## src/rtl/fifo_32_8_if.sv

```systemverilog
// fifo_32_8_if: handshake/data bundle for the 32-to-8 downsizing FIFO.
//   master : producer/consumer side (drives w_data, wr_en, rd_en)
//   slave  : FIFO side (drives full, r_data, empty, count, optional error flags)
// Optional feature macro: FIFO_32_8_ERR_FLAGS_EN adds overflow/underflow.
interface fifo_32_8_if #(
  parameter int DATA_WIDTH  = 8,
  parameter int WRITE_WIDTH = 4 * DATA_WIDTH,
  parameter int DEPTH       = 16
);
  logic [WRITE_WIDTH-1:0]       w_data;
  logic                         wr_en;
  logic                         full;
  logic [DATA_WIDTH-1:0]        r_data;
  logic                         rd_en;
  logic                         empty;
  logic [$clog2(DEPTH+1)-1:0]   count;
`ifdef FIFO_32_8_ERR_FLAGS_EN
  logic                         overflow;
  logic                         underflow;
`endif

  modport master (
    output w_data, wr_en, rd_en,
    input  full, r_data, empty, count
`ifdef FIFO_32_8_ERR_FLAGS_EN
    , input overflow, underflow
`endif
  );

  modport slave (
    input  w_data, wr_en, rd_en,
    output full, r_data, empty, count
`ifdef FIFO_32_8_ERR_FLAGS_EN
    , output overflow, underflow
`endif
  );
endinterface

```

## src/rtl/fifo_32_8.sv

```systemverilog
// fifo_32_8: width-downsizing synchronous FIFO. Accepts 32-bit words and
// delivers them one byte per read, least-significant byte first, from a
// byte-addressed circular buffer with show-ahead read data.
// Ports:
//   clk  - rising-edge clock
//   rst  - synchronous active-high reset (pointers/count cleared, memory kept)
//   bus  - fifo_32_8_if.slave: w_data/wr_en write port, r_data/rd_en read port,
//          full (fewer than 4 free bytes), empty, count (bytes stored)
// Optional feature macro: FIFO_32_8_ERR_FLAGS_EN adds sticky overflow and
// underflow flags on the interface.
module fifo_32_8 #(
  parameter int ADDR_WIDTH  = 4,
  parameter int DATA_WIDTH  = 8,
  parameter int DEPTH       = 2 ** ADDR_WIDTH,
  parameter int WRITE_WIDTH = 4 * DATA_WIDTH
) (
  input  logic         clk,
  input  logic         rst,
  fifo_32_8_if.slave   bus
);
  localparam int CW = $clog2(DEPTH + 1);

  if ((DEPTH % 4 != 0) || (DEPTH < 4)) begin : g_bad_depth
    $warning("fifo_32_8: DEPTH must be a multiple of 4 and at least 4");
  end

  logic [DATA_WIDTH-1:0] mem_q [DEPTH];
  logic [ADDR_WIDTH-1:0] wr_ptr_q, wr_ptr_d;
  logic [ADDR_WIDTH-1:0] rd_ptr_q, rd_ptr_d;
  logic [CW-1:0]         count_q, count_d;
  logic                  full, empty;
  logic                  wr_fire, rd_fire;

  assign full    = (count_q > CW'(DEPTH - 4));
  assign empty   = (count_q == '0);
  assign wr_fire = bus.wr_en && !full;
  assign rd_fire = bus.rd_en && !empty;

  assign bus.full   = full;
  assign bus.empty  = empty;
  assign bus.count  = count_q;
  assign bus.r_data = mem_q[rd_ptr_q];

  // Explicit wrap compares keep modulo-DEPTH behaviour for non-power-of-2 depths.
  always_comb begin
    wr_ptr_d = wr_ptr_q;
    rd_ptr_d = rd_ptr_q;
    count_d  = count_q + (wr_fire ? CW'(4) : '0) - (rd_fire ? CW'(1) : '0);
    if (wr_fire) begin
      wr_ptr_d = (wr_ptr_q == ADDR_WIDTH'(DEPTH - 4)) ? '0 : wr_ptr_q + ADDR_WIDTH'(4);
    end
    if (rd_fire) begin
      rd_ptr_d = (rd_ptr_q == ADDR_WIDTH'(DEPTH - 1)) ? '0 : rd_ptr_q + ADDR_WIDTH'(1);
    end
  end

  always_ff @(posedge clk) begin
    if (rst) begin
      wr_ptr_q <= '0;
      rd_ptr_q <= '0;
      count_q  <= '0;
    end else begin
      wr_ptr_q <= wr_ptr_d;
      rd_ptr_q <= rd_ptr_d;
      count_q  <= count_d;
    end
  end

  // wr_ptr is always 4-aligned, so a word never straddles the wrap point.
  always_ff @(posedge clk) begin
    if (!rst && wr_fire) begin
      for (int unsigned k = 0; k < 4; k++) begin
        mem_q[wr_ptr_q + ADDR_WIDTH'(k)] <= bus.w_data[k*DATA_WIDTH +: DATA_WIDTH];
      end
    end
  end

`ifdef FIFO_32_8_ERR_FLAGS_EN
  logic overflow_q, underflow_q;

  always_ff @(posedge clk) begin
    if (rst) begin
      overflow_q  <= 1'b0;
      underflow_q <= 1'b0;
    end else begin
      if (bus.wr_en && full)  overflow_q  <= 1'b1;
      if (bus.rd_en && empty) underflow_q <= 1'b1;
    end
  end

  assign bus.overflow  = overflow_q;
  assign bus.underflow = underflow_q;
`endif
endmodule

```

## src/flat_wrapper.sv

```systemverilog
// flat-port wrapper written by rule: the top's interface ports become plain ports
module fifo_32_8_flat 
#(
  parameter int ADDR_WIDTH  = 4,
  parameter int DATA_WIDTH  = 8,
  parameter int DEPTH       = 2 ** ADDR_WIDTH,
  parameter int WRITE_WIDTH = 4 * DATA_WIDTH
)
  (clk, rst, bus_w_data, bus_wr_en, bus_rd_en, bus_full, bus_r_data, bus_empty, bus_count);
  fifo_32_8_if #(.DATA_WIDTH(DATA_WIDTH), .WRITE_WIDTH(WRITE_WIDTH), .DEPTH(DEPTH)) bus_i ();
  input  logic clk;
  input  logic rst;
  input wire logic [$bits(bus_i.w_data)-1:0] bus_w_data;
  input wire logic [$bits(bus_i.wr_en)-1:0] bus_wr_en;
  input wire logic [$bits(bus_i.rd_en)-1:0] bus_rd_en;
  output wire logic [$bits(bus_i.full)-1:0] bus_full;
  output wire logic [$bits(bus_i.r_data)-1:0] bus_r_data;
  output wire logic [$bits(bus_i.empty)-1:0] bus_empty;
  output wire logic [$bits(bus_i.count)-1:0] bus_count;
  assign bus_i.w_data = bus_w_data;
  assign bus_i.wr_en = bus_wr_en;
  assign bus_i.rd_en = bus_rd_en;
  assign bus_full = bus_i.full;
  assign bus_r_data = bus_i.r_data;
  assign bus_empty = bus_i.empty;
  assign bus_count = bus_i.count;
  fifo_32_8 #(.ADDR_WIDTH(ADDR_WIDTH), .DATA_WIDTH(DATA_WIDTH), .DEPTH(DEPTH), .WRITE_WIDTH(WRITE_WIDTH)) u_core (.clk(clk), .rst(rst), .bus(bus_i));
endmodule
```

## config.mk

```make
export PLATFORM = sky130hd
export DESIGN_NAME = fifo_32_8_flat
export DESIGN_NICKNAME = d
export VERILOG_FILES = /design/src/rtl/fifo_32_8_if.sv /design/src/rtl/fifo_32_8.sv /design/src/flat_wrapper.sv
export SDC_FILE = /design/constraint.sdc
export NUM_CORES = 1
export LEC_CHECK = 0
export BUFFER_PORTS_ARGS = -buffer_cell sky130_fd_sc_hd__buf_4
export CELL_PAD_IN_SITES_DETAIL_PLACEMENT = 1
export CELL_PAD_IN_SITES_GLOBAL_PLACEMENT = 1
export CORE_MARGIN = 3
export CORE_UTILIZATION = 50
export DETAILED_ROUTE_END_ITERATION = 10
export PLACE_DENSITY_LB_ADDON = 0.2
export SLEW_MARGIN = 20
export SYNTH_ARGS = -nofsm -noshare
export SYNTH_HDL_FRONTEND = slang
export SYNTH_SLANG_ARGS = --single-unit
```

## constraint.sdc

```tcl
create_clock -name clk -period 9.75 [get_ports clk]
set_clock_uncertainty 0.2 [all_clocks]
set_input_delay 0.4875 -clock clk [delete_from_list [all_inputs] [get_ports clk]]
set_output_delay 0.4875 -clock clk [all_outputs]
set_load 0.02 [all_outputs]
```

# --- Word level (Yosys, flattened, before mapping) ---
# Memories as Yosys holds them, arrays and structs flattened. A register that Yosys moved wholly into a read port is not among the register bits.
# Cells that the tools add are included.
# W data, S select, Z words.
op_classes:
  mux: 8
  n_lt_le_gt_ge: 1
  eq_ne: 2
  addsub: 7
  reduce_logical: 7
op_table:
  columns: ["cell", "count"]
  rows:
  - ["$mux W4", 4]
  - ["$add A4 B1 Y4 const B", 2]
  - ["$add A4 B2 Y4 const B", 2]
  - ["$eq A4 B4 Y1 const B", 2]
  - ["$add A5 B5 Y5", 1]
  - ["$gt A5 B4 Y1 const B", 1]
  - ["$logic_not A5 Y1", 1]
  - ["$sub A5 B5 Y5", 1]
  - ["$add A4 B3 Y4 const B", 1]
  - ["$logic_and A1 B1 Y1", 3]
  - ["$logic_not A1 Y1", 3]
  - ["$mux W1", 3]
  - ["$mux W3", 1]
totals:
  register_bits: 13
  ram_bits: 128
  mem_count: 1
mem_list:
  columns: ["memory", "words", "width", "rd", "rd_ports_with_merged_regs", "wr", "line_no", "source"]
  rows:
  - ["u_core.mem_q", 16, 8, 1, 1, 4, "fifo_32_8.sv:27", "logic [DATA_WIDTH-1:0] mem_q [DEPTH];"]

# --- Logic depth before layout (Yosys ltp) ---
# Gate-level depths: netlist of the first run.
logic_depth:
  depth_word: 6
  mapped_depth: 12
  depth_no_buf: 10

# --- Worst setup path after synthesis of the first run ---
# Ideal clock, no wire load.
synth_timing:
  path_kind: "register -> register"
  startpoint: "register u_core.count_q[4] (netlist: u_core.bus.count[4])"
  endpoint: "memory u_core.mem_q[10][0], enable pin"
  path_stages_with_launch: 6
  t_arrival_ns: 2.868
  path_slack_ns: 6.262
  synth_period_minus_slack_ns: 3.488
  setup_time_ns: 0.419
  path_cell_list: "dfxtp_1 buf_1 inv_1 ha_1 buf_1 a311oi_1"
synth_lines:
  columns: ["element", "line_no", "source"]
  rows:
  - ["start: declaration", "fifo_32_8.sv:30", "logic [CW-1:0] count_q, count_d;"]
  - ["start signal: assignment", "fifo_32_8.sv:65", "count_q <= count_d;"]
  - ["end: declaration", "fifo_32_8.sv:27", null]

==> results of run 1 <==
## where the power goes
part	total (W)	switching, W	internal, W
clock network	0.000541	0.000223	0.000318
registers	0.000782	0.0000569	0.000725
logic	0.000462	0.000249	0.000213
total	0.00179	0.000529	0.00126
## cell usage after synthesis, types with 4 or more instances
cell type / n
buf_4: 6
inv_1: 12
clkbuf_1: 15
nand3b_1: 4
a22oi_1: 16
and2b_1: 6
a21oi_1: 4
buf_1: 4
buf_2: 4
a311oi_1: 9
ha_1: 12
nor2_1: 8
buf_6: 6
a21o_1: 97
nor2b_1: 30
edfxtp_1: 128
dfxtp_1: 15
nand2_1: 11
mux4_2: 32
## layer usage
layer / vias up / routed length, um / GRT usage [%]
li1: 1822 / - / -
met1: 2120 / 6590 / 29.5
met2: 110 / 8390 / 38.0
met3: 36 / 744 / 5.30
met4: 0 / 432 / 10.8
met5: - / 0 / 0
## worst max path at each step
stage / cells after the start / start / slack, ps / end
floorplan: 5 / u_core.bus.count[4] / 6260 / u_core.mem_q[10][0]
global placement: 5 / u_core.bus.count[4] / 6340 / u_core.mem_q[12][4]
detailed placement: 6 / u_core.bus.count[4] / 6130 / u_core.mem_q[1][3]
CTS: 6 / u_core.bus.count[4] / 6010 / u_core.mem_q[1][3]
global route: 6 / u_core.bus.count[4] / 5740 / u_core.mem_q[3][1]
finish: 6 / u_core.bus.count[4] / 5970 / u_core.mem_q[1][3]
## through the flow
stage	setup slack [ps]	total power, W	hold slack, ps	cells	area [um2]
6_report	5970	0.00179	116	668	7820
5_1_grt	5740	0.00187	99.2	668	7820
4_1_cts	6010	0.00180	98.1	668	7810
3_5_place_dp	6130	0.00126	317	639	7330
3_3_place_gp	6340	0.00123	301	639	7320
2_1_floorplan	6260	0.00109	272	441	6760
## final cells by class
class | instances | area share, %
flip-flops and latches | 143 | 53.0
multi-input cells | 251 | 31.8
clock buffers | 26 | 5.87
clock inverters | 3 | 0.176
well taps | 172 | 2.75
repair buffers | 61 | 5.86
inverters | 12 | 0.576
## registers in the layout, summed over array words and instances (netlist names), named ones only
register,count
u_core.mem_q,128
u_core.bus.count,5
u_core.rd_ptr_q,4
u_core.wr_ptr_q,2
## cell families (layout without fill, tap and decap cells)
logic type               count (synthesis)  in the layout
buffers and inverters                   47            102
AND/OR/NAND/NOR                         67             67
adder cells (fa/ha/maj)                 13             13
AO/OA/AOI/OAI                          134            134
flip-flops                             143            143
multiplexers                            34             34
XOR/XNOR                                 3              3
## worst register-to-register path: cells and delay by family (launching register included)
| kind | cells | cell delay [ps] |
|---|---|---|
| compound gates | 2 | 1040 |
| flops | 1 | 980 |
| buf+inv | 2 | 620 |
| fa+ha+maj | 1 | 560 |
| simple gates | 1 | 140 |
==> metrics.txt, run 1 <==
status completed; die area 14900 um2; endpoints failing setup 0; synth top area cells edfxtp_1, a21o_1, mux4_2, dfxtp_1, nor2b_1; Filler cells ~1200; footprint of the multi-input gates approximately 2500 um2; Setup TNS Final 0 ps; fin crit period between 3000 and 4000 ps; Avg Vias per Cell ~6.1; DR vias about 4100; Synth Register Bits between 100 and 150; share of cells above drive strength 1 25.6%; final net count roughly 540; Max-cap violations 0; Worst setup EP type flip-flop; Worst R2R Setup Slack 5970 ps; Layout area overhead 15.7%; CP max FO 25; Worst R2R Path Depth 6; Critical Path RT between 9000 and 10000 ps; Inserted Diodes 0; DRC violations left 0; cell depth of the worst hold path 1; top cell type's share of synthesized area roughly 57%; Post-synth EDFFs about 130; fmax about 260 MHz; Mapped Cells approximately 440; cts bufs inserted 17; hold path start bus_w_data[5]; CTS tree built; commonest non-fill, non-tap cell in the layout edfxtp_1; IO Port Bufs 50; Hold Path Sink u_core.mem_q[4][5]; Final HPWL DP 10.1 mm; Starting DRT DRC Count between 200 and 300; largest area contributor in the netlist edfxtp_1; post-layout util 60.5%; fin crit share between 30% and 40%; post-synth cell types 36; worst path bufs/invs 2; largest family of logic cells by synthesized area compound AO/OA/AOI/OAI gates; CTS sink count 143; postcts setup bufs 0; H-tree levels 4; hold_buf cts 0; Syn Area/Cell around 15 um2; initial antenna violation count 0; latest clock arrival within the worst-skew pair 420 ps; largest net degree at the start of global routing between 40 and 50; die width 122 um; post-synthesis sequential area ratio between 60 and 70%; I/O pin count 51; multiplexer share of the synthesized area between 10% and 20%; Routed WL around 16 mm; power density cells between 200 and 250 nW/um2; Setup CP Type reg -> reg; launching point of the worst reg2reg path u_core.bus.count[4]; Post-Synth Simple-Gate Area just under 6%; Ys Warns 0; DR WL/cell between 20 and 25 um; min-delay worst type in -> reg; Crit-path slowest cell dfxtp_1; Max-Slew Margin vs Limit ~30%; row count a little over 40; post-synthesis async set-or-reset flop share 0%; CP Data Arrival Time between 3000 and 4000 ps; global-route wire length before repair around 25 mm; Total Routing Usage GR a little under a quarter; Worst-path clk slew ~60 ps; syn nets ~500; Worst IR Drop VDD about 0.12 mV; gpl congestion just over 0.7; measured slew at the worst slew-check pin about 1100 ps; CTS root buf clkbuf_16; register area between 4000 and 5000 um2; Max Buffers Root-to-Sink 2; initial core utilization between 50% and 60%; Adder-Cell Fraction of Synth Area between 2 and 3%; Synth Area in XOR/XNOR 0.389%; commonest cells after routing, fill and taps aside edfxtp_1, a21o_1, buf_4; worst path cell trace inv_1 > ha_1 > a311oi_4 > buf_4 > nor2b_1 > a21o_1; post-route ant nets 0; Slowest Stage Delay on Critical Path approximately 980 ps; Chip Height around 120 um; Hold Vio Cnt, Final 0; Compound-Gate Fraction of Synth Area between 10% and 20%; crit start category flip-flop; RSZ-0062 raised after global routing no; Reg-to-Reg End u_core.mem_q[1][3]; Initial DRT Pass Iterations 4; vias in the first global route 4378; Leakage 3.10 nW; CTS resizes 0; total global routing overflow 0; crit-path leading delay family compound AO/OA/AOI/OAI gates; Mapped Area around 6800 um2; ys flop type edfxtp_1; Slew Viols, Final 0; core box area approximately 13000 um2
No activity file was read; power rests on OpenSTA's default activity.
==> inputs of run 2 (changes only) <==
==> constraint.sdc (replaced) <==
create_clock -name clk -period 3.8 [get_ports clk]
set_clock_uncertainty 0.2 [all_clocks]
set_input_delay 0.19 -clock clk [delete_from_list [all_inputs] [get_ports clk]]
set_output_delay 0.19 -clock clk [all_outputs]
set_load 0.02 [all_outputs]
==> run 2 against run 1 <==
Against the previous run:
- utilization is 3.3 points higher
- first-iteration DRC count grew 11%
- non-clock buffer count is 42 higher
- largest cell class unchanged
==> metrics.txt, run 2 (same netlist as run 1, synthesis figures left out) <==
Setup CP Type reg -> reg; crit-path leading delay family adder cells; fmax 321 MHz (+21%); die area 14900 um2 (unchanged); most frequent CP cell ha_1; global-route wire length before repair 25.1 mm (-0.27%); row count 41 (unchanged); NetSw 0.00137 W (+160%); core box area 12900 um2 (unchanged); latest clock arrival within the worst-skew pair 420 ps (about the same); worst path bufs/invs 3 (+1); fin crit share 82.0% (+43 points); commonest cells after routing, fill and taps aside edfxtp_1, a21o_1, buf_4; CTS root buf clkbuf_16; largest net degree at the start of global routing 41 (-16%); Routed WL 15.9 mm (-1.3%); CTS sink count 143 (unchanged); Slowest Stage Delay on Critical Path 480 ps (-500 ps); max reg flops 128 (unchanged); DR vias 4192 (+2.5%); Chip Height 122 um (unchanged); Avg Vias per Cell 5.90 (-3.7%); endpoints failing setup 0 (unchanged); Inserted Diodes 0 (unchanged); cts bufs inserted 17 (unchanged); min-delay worst type in -> reg; final instance area 8250 um2 (+5.5%); fin crit period 3120 ps (-664 ps); post-route setup slack 682 ps (-5290 ps); I/O pin count 51 (unchanged); Worst-path clk slew 60 ps (about the same); combinational share of power 26.7% (+0.8 points); Layout area overhead 22.1%; final net count 577 (+7.9%); largest register by flop count u_core.mem_q; Pint 0.00333 W (+160%); CTS tree built; Starting DRT DRC Count 329 (+11%); Total Routing Usage GR 23.3% (+0.068 points); Seq pwr share 41.8% (-2.0 points); placed cell areas 7400 um2 (+0.87%); IO Port Bufs 50 (unchanged); Critical Path RT 3910 ps (-5810 ps); CP max FO 15 (-40%); DP Worst Slack 686 ps (-5440 ps); initial antenna violation count 0 (unchanged); Max-cap violations 0 (unchanged); total global routing overflow 0 (unchanged); share of cells above drive strength 1 26.0% (+0.37 points); measured slew at the worst slew-check pin 1040 ps (-9.78 ps); Max Buffers Root-to-Sink 2 (unchanged); die width 122 um (unchanged); vias in the first global route 4592 (+4.9%); Clock power frac 31.4% (+1.1 points); post-layout util 63.8% (+3.3 points); post-route ant nets 0 (unchanged); DRC violations left 0 (unchanged); H-tree levels 4 (unchanged); Setup TNS Final 0 ps (unchanged); worst path cell trace buf_4 > inv_1 > ha_1 > a311o_1 > ha_1 > inv_1 > ha_1 > a21o_1 > a21oi_1 > xor2_1 > nor2_1; Worst IR Drop VDD 0.322 mV (+170%); initial core utilization 52.3% (unchanged); Leakage 3.31 nW (+6.7%); gpl congestion 0.721 (-0.84%); Initial DRT Pass Iterations 5 (+1); hold_buf cts 34 (+34); Final HPWL DP 10.1 mm (about the same); power density cells 569 nW/um2 (+150%); crit start category flip-flop; commonest non-fill, non-tap cell in the layout edfxtp_1; Worst setup EP type flip-flop; CTS resizes 0 (unchanged); DR WL/cell 22.4 um (-7.3%); RSZ-0062 raised after global routing no; Hold Slack 210 ps (+93.9 ps); Max-Slew Margin vs Limit 30.4% (+0.91 points); postcts setup bufs 0 (unchanged); switching share of power 29.1% (-0.52 points); Hold Vio Cnt, Final 0 (unchanged); Slew Viols, Final 0 (unchanged); Crit-path slowest cell a311o_1; CP Data Arrival Time 3230 ps (-520 ps); status completed
run 2: worst register-to-register path, stage by stage (launching register included):
cell and delay, ps:
dfxtp_1 310, buf_4 260, inv_1 100, ha_1 460
a311o_1 480, ha_1 300, inv_1 70, ha_1 280
a21o_1 160, a21oi_1 160, xor2_1 170, nor2_1 50
run 2: stage by stage:
step | power, W | std cells
after floorplan | 0.00280 | 441
after global placement | 0.00317 | 647
after detailed placement | 0.00322 | 647
after CTS | 0.00473 | 711
after global routing | 0.00493 | 711
final | 0.00470 | 711
run 2: layout make-up:
class / instances / area (um2)
clock buffer: 20 / 437
clock inverter: 10 / 73.8
fill: 1203 / 4680
inverter: 12 / 45.0
multi-input combinational: 251 / 2460
sequential: 143 / 4150
tap: 172 / 215
timing repair buffer: 103 / 871
run 2: power groups by stage:
stage | combinational, W | sequential, W | clock (W)
4_1_cts | 0.00126 | 0.00197 | 0.00150
6_report | 0.00125 | 0.00196 | 0.00148
3_5_place_dp | 0.00122 | 0.00200 | 0
2_1_floorplan | 0.000824 | 0.00197 | 0
5_1_grt | 0.00137 | 0.00198 | 0.00157
3_3_place_gp | 0.00118 | 0.00199 | 0
run 2: path summary, 6_finish.rpt:
check	start	endpoint	slack [ps]	cells past startpoint
worst min register to register	u_core.rd_ptr_q[3]	flip-flop	340	2
worst max-delay path	u_core.bus.count[4]	u_core.bus.count[4]	680	11
worst max register to register	u_core.bus.count[4]	u_core.bus.count[4]	680	11
worst min-delay path	bus_wr_en	u_core.wr_ptr_q[3]	210	5
run 2: layer usage:
layer | routed length [um] | track usage, % | vias up
li1 | - | - | 1907
met1 | 6600 | 28.8 | 2159
met2 | 8420 | 40.7 | 98
met3 | 639 | 4.88 | 28
met4 | 274 | 8.05 | 0
met5 | 0 | 0 | -
